## src/rtl/sm4_decrypt_core.sv

```systemverilog
// Iterative SM4 block decryptor: 32 key-expansion cycles, then 32 rounds with reversed round keys.
// Optional build macro KEY_CACHE_EN: reuse the previous key expansion when the same key is presented.

module sm4_decrypt_core #(
  parameter int unsigned ROUNDS = 32
) (
  input  logic         clk,
  input  logic         rst,
  input  logic         in_valid,
  output logic         in_ready,
  input  logic [127:0] in_key,
  input  logic [127:0] in_data,
  output logic         out_valid,
  input  logic         out_ready,
  output logic [127:0] out_data,
  output logic         busy
);

  localparam int unsigned WW  = 32;
  localparam int unsigned BW  = 128;
  localparam int unsigned CW  = 5;
  localparam int unsigned NRK = 32;
  localparam logic [BW-1:0] FK   = 128'ha3b1bac656aa3350677d9197b27022dc;
  localparam logic [CW-1:0] LAST = CW'(ROUNDS - 1);

  typedef enum logic [1:0] {
    S_IDLE   = 2'd0,
    S_KEYEXP = 2'd1,
    S_DEC    = 2'd2,
    S_DONE   = 2'd3
  } state_t;

  state_t          r_state;
  state_t          w_next;
  logic            r_in_ready;
  logic            r_busy;
  logic            r_out_valid;
  logic [BW-1:0]   r_out_data;
  logic [BW-1:0]   r_k;
  logic [BW-1:0]   r_x;
  logic [CW-1:0]   r_cnt;
  logic [WW-1:0]   r_rk [NRK];

  logic            w_accept;
  logic            w_kexp_en;
  logic            w_dec_en;
  logic            w_last;
  logic            w_hit;
  logic [CW-1:0]   w_rk_idx;
  logic [WW-1:0]   w_k_mix;
  logic [WW-1:0]   w_x_mix;
  logic [WW-1:0]   w_sel;
  logic [WW-1:0]   w_tau;
  logic [WW-1:0]   w_rk_new;
  logic [WW-1:0]   w_x_new;

  function automatic logic [WW-1:0] rotl(input logic [WW-1:0] a, input int unsigned n);
    return (a << n) | (a >> (WW - n));
  endfunction

  function automatic logic [WW-1:0] l_data(input logic [WW-1:0] b);
    return b ^ rotl(b, 2) ^ rotl(b, 10) ^ rotl(b, 18) ^ rotl(b, 24);
  endfunction

  function automatic logic [WW-1:0] l_key(input logic [WW-1:0] b);
    return b ^ rotl(b, 13) ^ rotl(b, 23);
  endfunction

  // CK byte j of round i is (4i+j)*7 mod 256; 8-bit arithmetic supplies the modulo
  function automatic logic [WW-1:0] ck_word(input logic [CW-1:0] i);
    logic [7:0]    base;
    logic [WW-1:0] w;
    base = {1'b0, i, 2'b00};
    w    = '0;
    for (int j = 0; j < 4; j++) begin
      w[31-8*j -: 8] = 8'((base + 8'(j)) * 8'd7);
    end
    return w;
  endfunction

`ifdef KEY_CACHE_EN
  logic [BW-1:0] r_key_hold;
  logic          r_key_vld;

  assign w_hit = r_key_vld && (in_key == r_key_hold);

  // Held key is invalidated on a miss so an aborted expansion can never be reused
  always_ff @(posedge clk) begin
    if (rst) begin
      r_key_hold <= '0;
      r_key_vld  <= 1'b0;
    end else if (w_accept && !w_hit) begin
      r_key_hold <= in_key;
      r_key_vld  <= 1'b0;
    end else if (w_kexp_en && w_last) begin
      r_key_vld  <= 1'b1;
    end
  end
`else
  assign w_hit = 1'b0;
`endif

  // Next-state and datapath enables
  always_comb begin
    w_next    = r_state;
    w_accept  = 1'b0;
    w_kexp_en = 1'b0;
    w_dec_en  = 1'b0;
    case (r_state)
      S_IDLE: begin
        if (in_valid && r_in_ready) begin
          w_accept = 1'b1;
          w_next   = w_hit ? S_DEC : S_KEYEXP;
        end
      end
      S_KEYEXP: begin
        w_kexp_en = 1'b1;
        if (w_last) w_next = S_DEC;
      end
      S_DEC: begin
        w_dec_en = 1'b1;
        if (w_last) w_next = S_DONE;
      end
      S_DONE: begin
        if (out_ready) w_next = S_IDLE;
      end
      default: w_next = S_IDLE;
    endcase
  end

  always_ff @(posedge clk) begin
    if (rst) begin
      r_state     <= S_IDLE;
      r_in_ready  <= 1'b1;
      r_busy      <= 1'b0;
      r_out_valid <= 1'b0;
    end else begin
      r_state     <= w_next;
      r_in_ready  <= (w_next == S_IDLE);
      r_busy      <= (w_next == S_KEYEXP) || (w_next == S_DEC);
      r_out_valid <= (w_next == S_DONE);
    end
  end

  assign w_last   = (r_cnt == LAST);
  assign w_rk_idx = LAST - r_cnt;
  assign w_k_mix  = r_k[95:64] ^ r_k[63:32] ^ r_k[31:0] ^ ck_word(r_cnt);
  assign w_x_mix  = r_x[95:64] ^ r_x[63:32] ^ r_x[31:0] ^ r_rk[w_rk_idx];
  assign w_sel    = (r_state == S_DEC) ? w_x_mix : w_k_mix;

  // Four byte S-boxes shared by key expansion and data rounds
  for (genvar g = 0; g < 4; g++) begin : g_tau
    sbox u_sbox (
      .i_a   (w_sel[8*g +: 8]),
      .o_y_c (w_tau[8*g +: 8])
    );
  end

  assign w_rk_new = r_k[127:96] ^ l_key(w_tau);
  assign w_x_new  = r_x[127:96] ^ l_data(w_tau);

  always_ff @(posedge clk) begin
    if (rst) begin
      r_k        <= '0;
      r_x        <= '0;
      r_cnt      <= '0;
      r_out_data <= '0;
      for (int i = 0; i < int'(NRK); i++) begin
        r_rk[i] <= '0;
      end
    end else if (w_accept) begin
      r_k   <= in_key ^ FK;
      r_x   <= in_data;
      r_cnt <= '0;
    end else if (w_kexp_en) begin
      r_rk[r_cnt] <= w_rk_new;
      r_k         <= {r_k[95:0], w_rk_new};
      r_cnt       <= w_last ? '0 : r_cnt + CW'(1);
    end else if (w_dec_en) begin
      r_x   <= {r_x[95:0], w_x_new};
      r_cnt <= w_last ? '0 : r_cnt + CW'(1);
      // Final state words come out in reverse order: X35, X34, X33, X32
      if (w_last) r_out_data <= {w_x_new, r_x[31:0], r_x[63:32], r_x[95:64]};
    end
  end

  assign in_ready  = r_in_ready;
  assign out_valid = r_out_valid;
  assign out_data  = r_out_data;
  assign busy      = r_busy;

endmodule

// SM4 byte substitution table lookup (purely combinational).
module sbox (
  input  logic [7:0] i_a,
  output logic [7:0] o_y_c
);

  localparam logic [0:255][7:0] SBOX_TBL = {
    128'hd690e9fecce13db716b614c228fb2c05,
    128'h2b679a762abe04c3aa44132649860699,
    128'h9c4250f491ef987a33540b43edcfac62,
    128'he4b31ca9c908e89580df94fa758f3fa6,
    128'h4707a7fcf37317ba83593c19e6854fa8,
    128'h686b81b27164da8bf8eb0f4b70569d35,
    128'h1e240e5e6358d1a225227c3b01217887,
    128'hd40046579fd327524c3602e7a0c4c89e,
    128'heabf8ad240c738b5a3f7f2cef96115a1,
    128'he0ae5da49b341a55ad933230f58cb1e3,
    128'h1df6e22e8266ca60c02923ab0d534e6f,
    128'hd5db3745defd8e2f03ff6a726d6c5b51,
    128'h8d1baf92bbddbc7f11d95c411f105ad8,
    128'h0ac13188a5cd7bbd2d74d012b8e5b4b0,
    128'h8969974a0c96777e65b9f109c56ec684,
    128'h18f07dec3adc4d2079ee5f3ed7cb3948
  };

  assign o_y_c = SBOX_TBL[i_a];

endmodule

```

## config.mk

```make
export PLATFORM = sky130hd
export DESIGN_NAME = sm4_decrypt_core
export DESIGN_NICKNAME = d
export VERILOG_FILES = /design/src/rtl/sm4_decrypt_core.sv
export SDC_FILE = /design/constraint.sdc
export NUM_CORES = 2
export LEC_CHECK = 0
export ABC_AREA = 1
export BUFFER_PORTS_ARGS = -buffer_cell sky130_fd_sc_hd__buf_2
export CAP_MARGIN = 40
export CORE_ASPECT_RATIO = 1.4
export CORE_MARGIN = 2
export CORE_UTILIZATION = 25
export CTS_BUF_LIST = sky130_fd_sc_hd__clkbuf_4 sky130_fd_sc_hd__clkbuf_8
export CTS_CLUSTER_SIZE = 24
export DETAILED_ROUTE_END_ITERATION = 10
export PLACE_DENSITY = 0.36
export SLEW_MARGIN = 20
export SYNTH_ARGS = -nofsm -noshare
export SYNTH_HDL_FRONTEND = slang
export SYNTH_SLANG_ARGS = --single-unit
```

## constraint.sdc

```tcl
create_clock -name clk -period 8.45 [get_ports clk]
set_clock_uncertainty 0.1 [all_clocks]
set_input_delay 0.845 -clock clk [delete_from_list [all_inputs] [get_ports clk]]
set_output_delay 0.845 -clock clk [all_outputs]
set_load 0.005 [all_outputs]
```

==> results.py <==
metrics = {
    "routing": {
        "num_vias": 77850,
        "drtAntennaViolNets": 0,
        "wl_mm": 445.7,
        "wire_per_inst_um": 29.18,
        "vias_per_cell": 5.097,
        "remaining_drc_errors": 0,
        "drt-pass1-iter-count": 8,
        "drt_iter0_drc": 6814,
    },
    "grt": {
        "grt_util_met2_pct": 45.79,
        "antenna_found_initial": 19,
        "grt-busiest-layer": "met2",
        "grt_pass1_vias": 76160,
        "overflow": 0,
        "use_met1_pct": 31.64,
        "grt_max_degree": 193,
        "grt_pass1_wl_mm": 617.0,
        "grt_util_met3_pct": 2.811,
        "grtUsageTotal_pct": 26.06,
    },
    "min_path": {
        "min_path_type": "in2reg",
        "holdPathEnd": "r_x[83]",
        "worstHoldStart": "in_data[83]",
        "whs_path_depth": 3,
    },
    "logic_synthesis": {
        "synth_top_area_share_pct": 37.55,
        "synth_top_area_cell": "edfxtp_1",
        "synth_top_cells_by_area": "edfxtp_1 (38%), nand2_1 (14%), nand3_1 (11%)",
        "yosys_most_used_dff": "edfxtp_1",
        "ys_seq_elements": 1418,
        "ys_seq_area_share_pct": 47.18,
        "avgSynthCellArea_um2": 7.749,
        "synthCells": 10570,
        "async_flop_share_pct": 0,
        "ys_types": 50,
        "ys_warn_count": 0,
        "synth_area_um2": 81890,
        "synth_edf_count": 1024,
        "synth_nets": 10890,
    },
    "clocking": {
        "hold_buffers": 92,
        "cts_tree": "yes",
        "path_clk_slew_ns": 0.06,
        "cts_buffers": 267,
        "cts_sinks": 1418,
        "root_buffer": "clkbuf_8",
        "post_cts.repair.setup_buffers": 0,
        "insertion_delay_ns": 1.00,
        "cts_max_level": 5,
        "cts_resized": 0,
        "clock_path_buffers": 4,
    },
    "placed_design": {
        "gp_congestion": 0.9970,
        "portBuffers": 390,
        "dp_hpwl_mm": 311.6,
        "dp_slack_ns": 1.173,
    },
    "floorplanning": {
        "start_util_pct": 25.13,
        "core.rowCount": 248,
        "die_w_um": 487.7,
        "dieArea_um2": 332200,
        "pin_count": 391,
        "die_h_um": 681.2,
        "core_area_um2": 325800,
    },
    "critical_path": {
        "cp-end-kind": "register",
        "crit_fanout": 48,
        "critical_path.startpoint": "r_cnt[0]",
        "crit_type": "reg2reg",
        "rr_endpoint": "r_rk[25][17]",
        "crit_required_ns": 9.05,
        "worstSetupStartpointType": "register",
        "rr_startpoint": "r_cnt[0]",
        "arrival_ns": 7.96,
        "rr_worst_depth": 26,
        "rrSetupSlack_ns": 1.10,
    },
    "timing": {
        "tightest_slew_ns": 0.9037,
        "period_needed_ns": 7.354,
        "setup_slack_ns": 1.096,
        "setup_viol": 0,
        "hold_viol_final": 0,
        "max_freq_mhz": 136.0,
        "finalSetupTns_ns": 0,
        "finalHoldWorstSlack_ns": 0.08055,
        "slew_violations": 0,
        "rsz0062_at_grt": "no",
        "finalCritPeriodShare_pct": 87.02,
        "relSlewSlack_pct": 39.76,
    },
    "final_layout": {
        "regArea_um2": 38650,
        "area_delta_synth_final_pct": 14.75,
        "layout-drive-gt1-share_pct": 14.47,
        "layout.nets": 11160,
        "fillers": 35600,
        "multi_input_area_um2": 37320,
    },
    "run": {
        "maxCapViolCount": 0,
    },
    "status": {
        "status": "complete, no violations",
    },
}
## stage by stage
step                      instance area [µm²]  utilization [%]  std cells
after floorplan                         81890                -      10570
final                                   93960            28.84      15270
after global placement                  87650            26.90      14700
after global routing                    93950            28.84      15270
after detailed placement                87940            26.99      14730
after CTS                               93940            28.83      15260
## registers in the layout, indices dropped and copies added (netlist names)
register and cells:
busy 1, r_state 2, in_ready 1, r_k 128, r_x 128, out_valid 1
out_data 128, r_rk 1024, r_cnt 5
## worst max path at each step
stage / endpoint / slack (ns) / cells past startpoint
2_1_floorplan: r_rk[21][20] / 3.90 / 30
3_3_place_gp: r_rk[5][20] / 1.11 / 29
3_5_place_dp: r_rk[25][17] / 1.17 / 30
4_1_cts: r_rk[7][26] / 1.19 / 30
5_1_grt: r_rk[4][26] / 0.80 / 30
6_report: r_rk[25][17] / 1.10 / 26
## cells in the final DEF (no fill, tap or decap), types with 7 or more instances in the layout
master	n
nand2_1	3078
nand3_1	1722
nor2_1	1479
edfxtp_1	1024
o21ai_0	404
buf_2	390
dfxtp_1	389
inv_1	333
clkbuf_8	285
buf_4	244
a31oi_1	223
a21oi_1	166
nor2_2	120
xor2_1	117
nand2_2	107
xnor2_1	92
dlygate4sd3_1	92
clkbuf_4	84
or2_2	73
o221ai_1	69
inv_2	60
ha_1	58
buf_12	56
nand3_2	47
clkinv_1	37
nand2_4	34
o211ai_1	34
o21ai_1	22
clkinv_2	17
nand4_1	17
or2_1	14
o22ai_1	13
xor2_2	11
clkinvlp_4	11
inv_6	9
fa_1	8
buf_8	8
diode_2	7
## cell type report
class / instances / area share (%)
Antenna cell: 7 / 0.01864
Clock buffer: 369 / 4.846
Clock inverter: 78 / 0.5579
Inverter: 403 / 1.668
Multi-Input combinational cell: 7953 / 39.72
Sequential cell: 1418 / 41.14
Tap cell: 4250 / 5.659
Timing Repair Buffer: 794 / 6.393
## cell usage after synthesis (5+ instances only)
master,number
nand2_1,3128
nand3_1,1722
nor2_1,1479
edfxtp_1,1024
o21ai_0,404
dfxtp_1,394
inv_1,338
clkbuf_1,275
a31oi_1,223
buf_2,211
a21oi_1,167
buf_4,162
xor2_1,128
nor2_2,120
buf_6,110
xnor2_1,92
or2_2,73
nand2_2,70
o221ai_1,69
ha_1,59
inv_2,59
nand3_2,47
o211ai_1,34
buf_1,29
o21ai_1,22
nand2_4,21
nand4_1,17
or2_1,14
o22ai_1,13
fa_1,8
a22o_1,6
buf_8,6
nand3b_1,5
o21a_1,5
## per-layer routing
| layer | share of wire (%) | vias up |
|---|---|---|
| met5 | 0.0063 | - |
| li1 | - | 35620 |
| met2 | 50 | 2677 |
| met1 | 40 | 38880 |
| met3 | 4.4 | 669 |
| met4 | 5.4 | 4 |
## kinds of logic (layout without fill, tap and decap cells)
kind of cell / after synthesis / after routing / share of synthesized area (%)
xor+xnor: 226 / 226 / 2.486
flops: 1418 / 1418 / 47.18
buf+inv: 1196 / 1644 / 7.654
simple gates: 6708 / 6708 / 34.90
fa+ha+maj: 67 / 67 / 1.097
compound gates: 952 / 952 / 6.677
other cells: 0 / 7 / 0
## critical path, cell delays in order, from the launching register on
cell and delay, ns:
dfxtp_4 0.63, buf_12 0.32, buf_12 0.29, buf_4 0.36
buf_4 0.26, nand2_1 0.07, nand3_1 0.08, nand3_1 0.09
nand2_1 0.15, nand2_1 0.06, nand3_1 0.25, nand3_1 0.14
nand3_2 0.14, nand2_4 0.20, nand2_1 0.63, nand2_1 0.58
nand3_1 0.23, nand3_1 0.09, a21oi_1 0.16, nand2_1 0.15
nand3_1 0.12, nand2_1 0.30, nand2_1 0.26, nand2_2 0.23
xnor2_4 0.60, buf_4 0.31, nor2_1 0.06
Power is not shown: default switching activity piles up to over one toggle a cycle in this logic, so the estimate is an artifact.
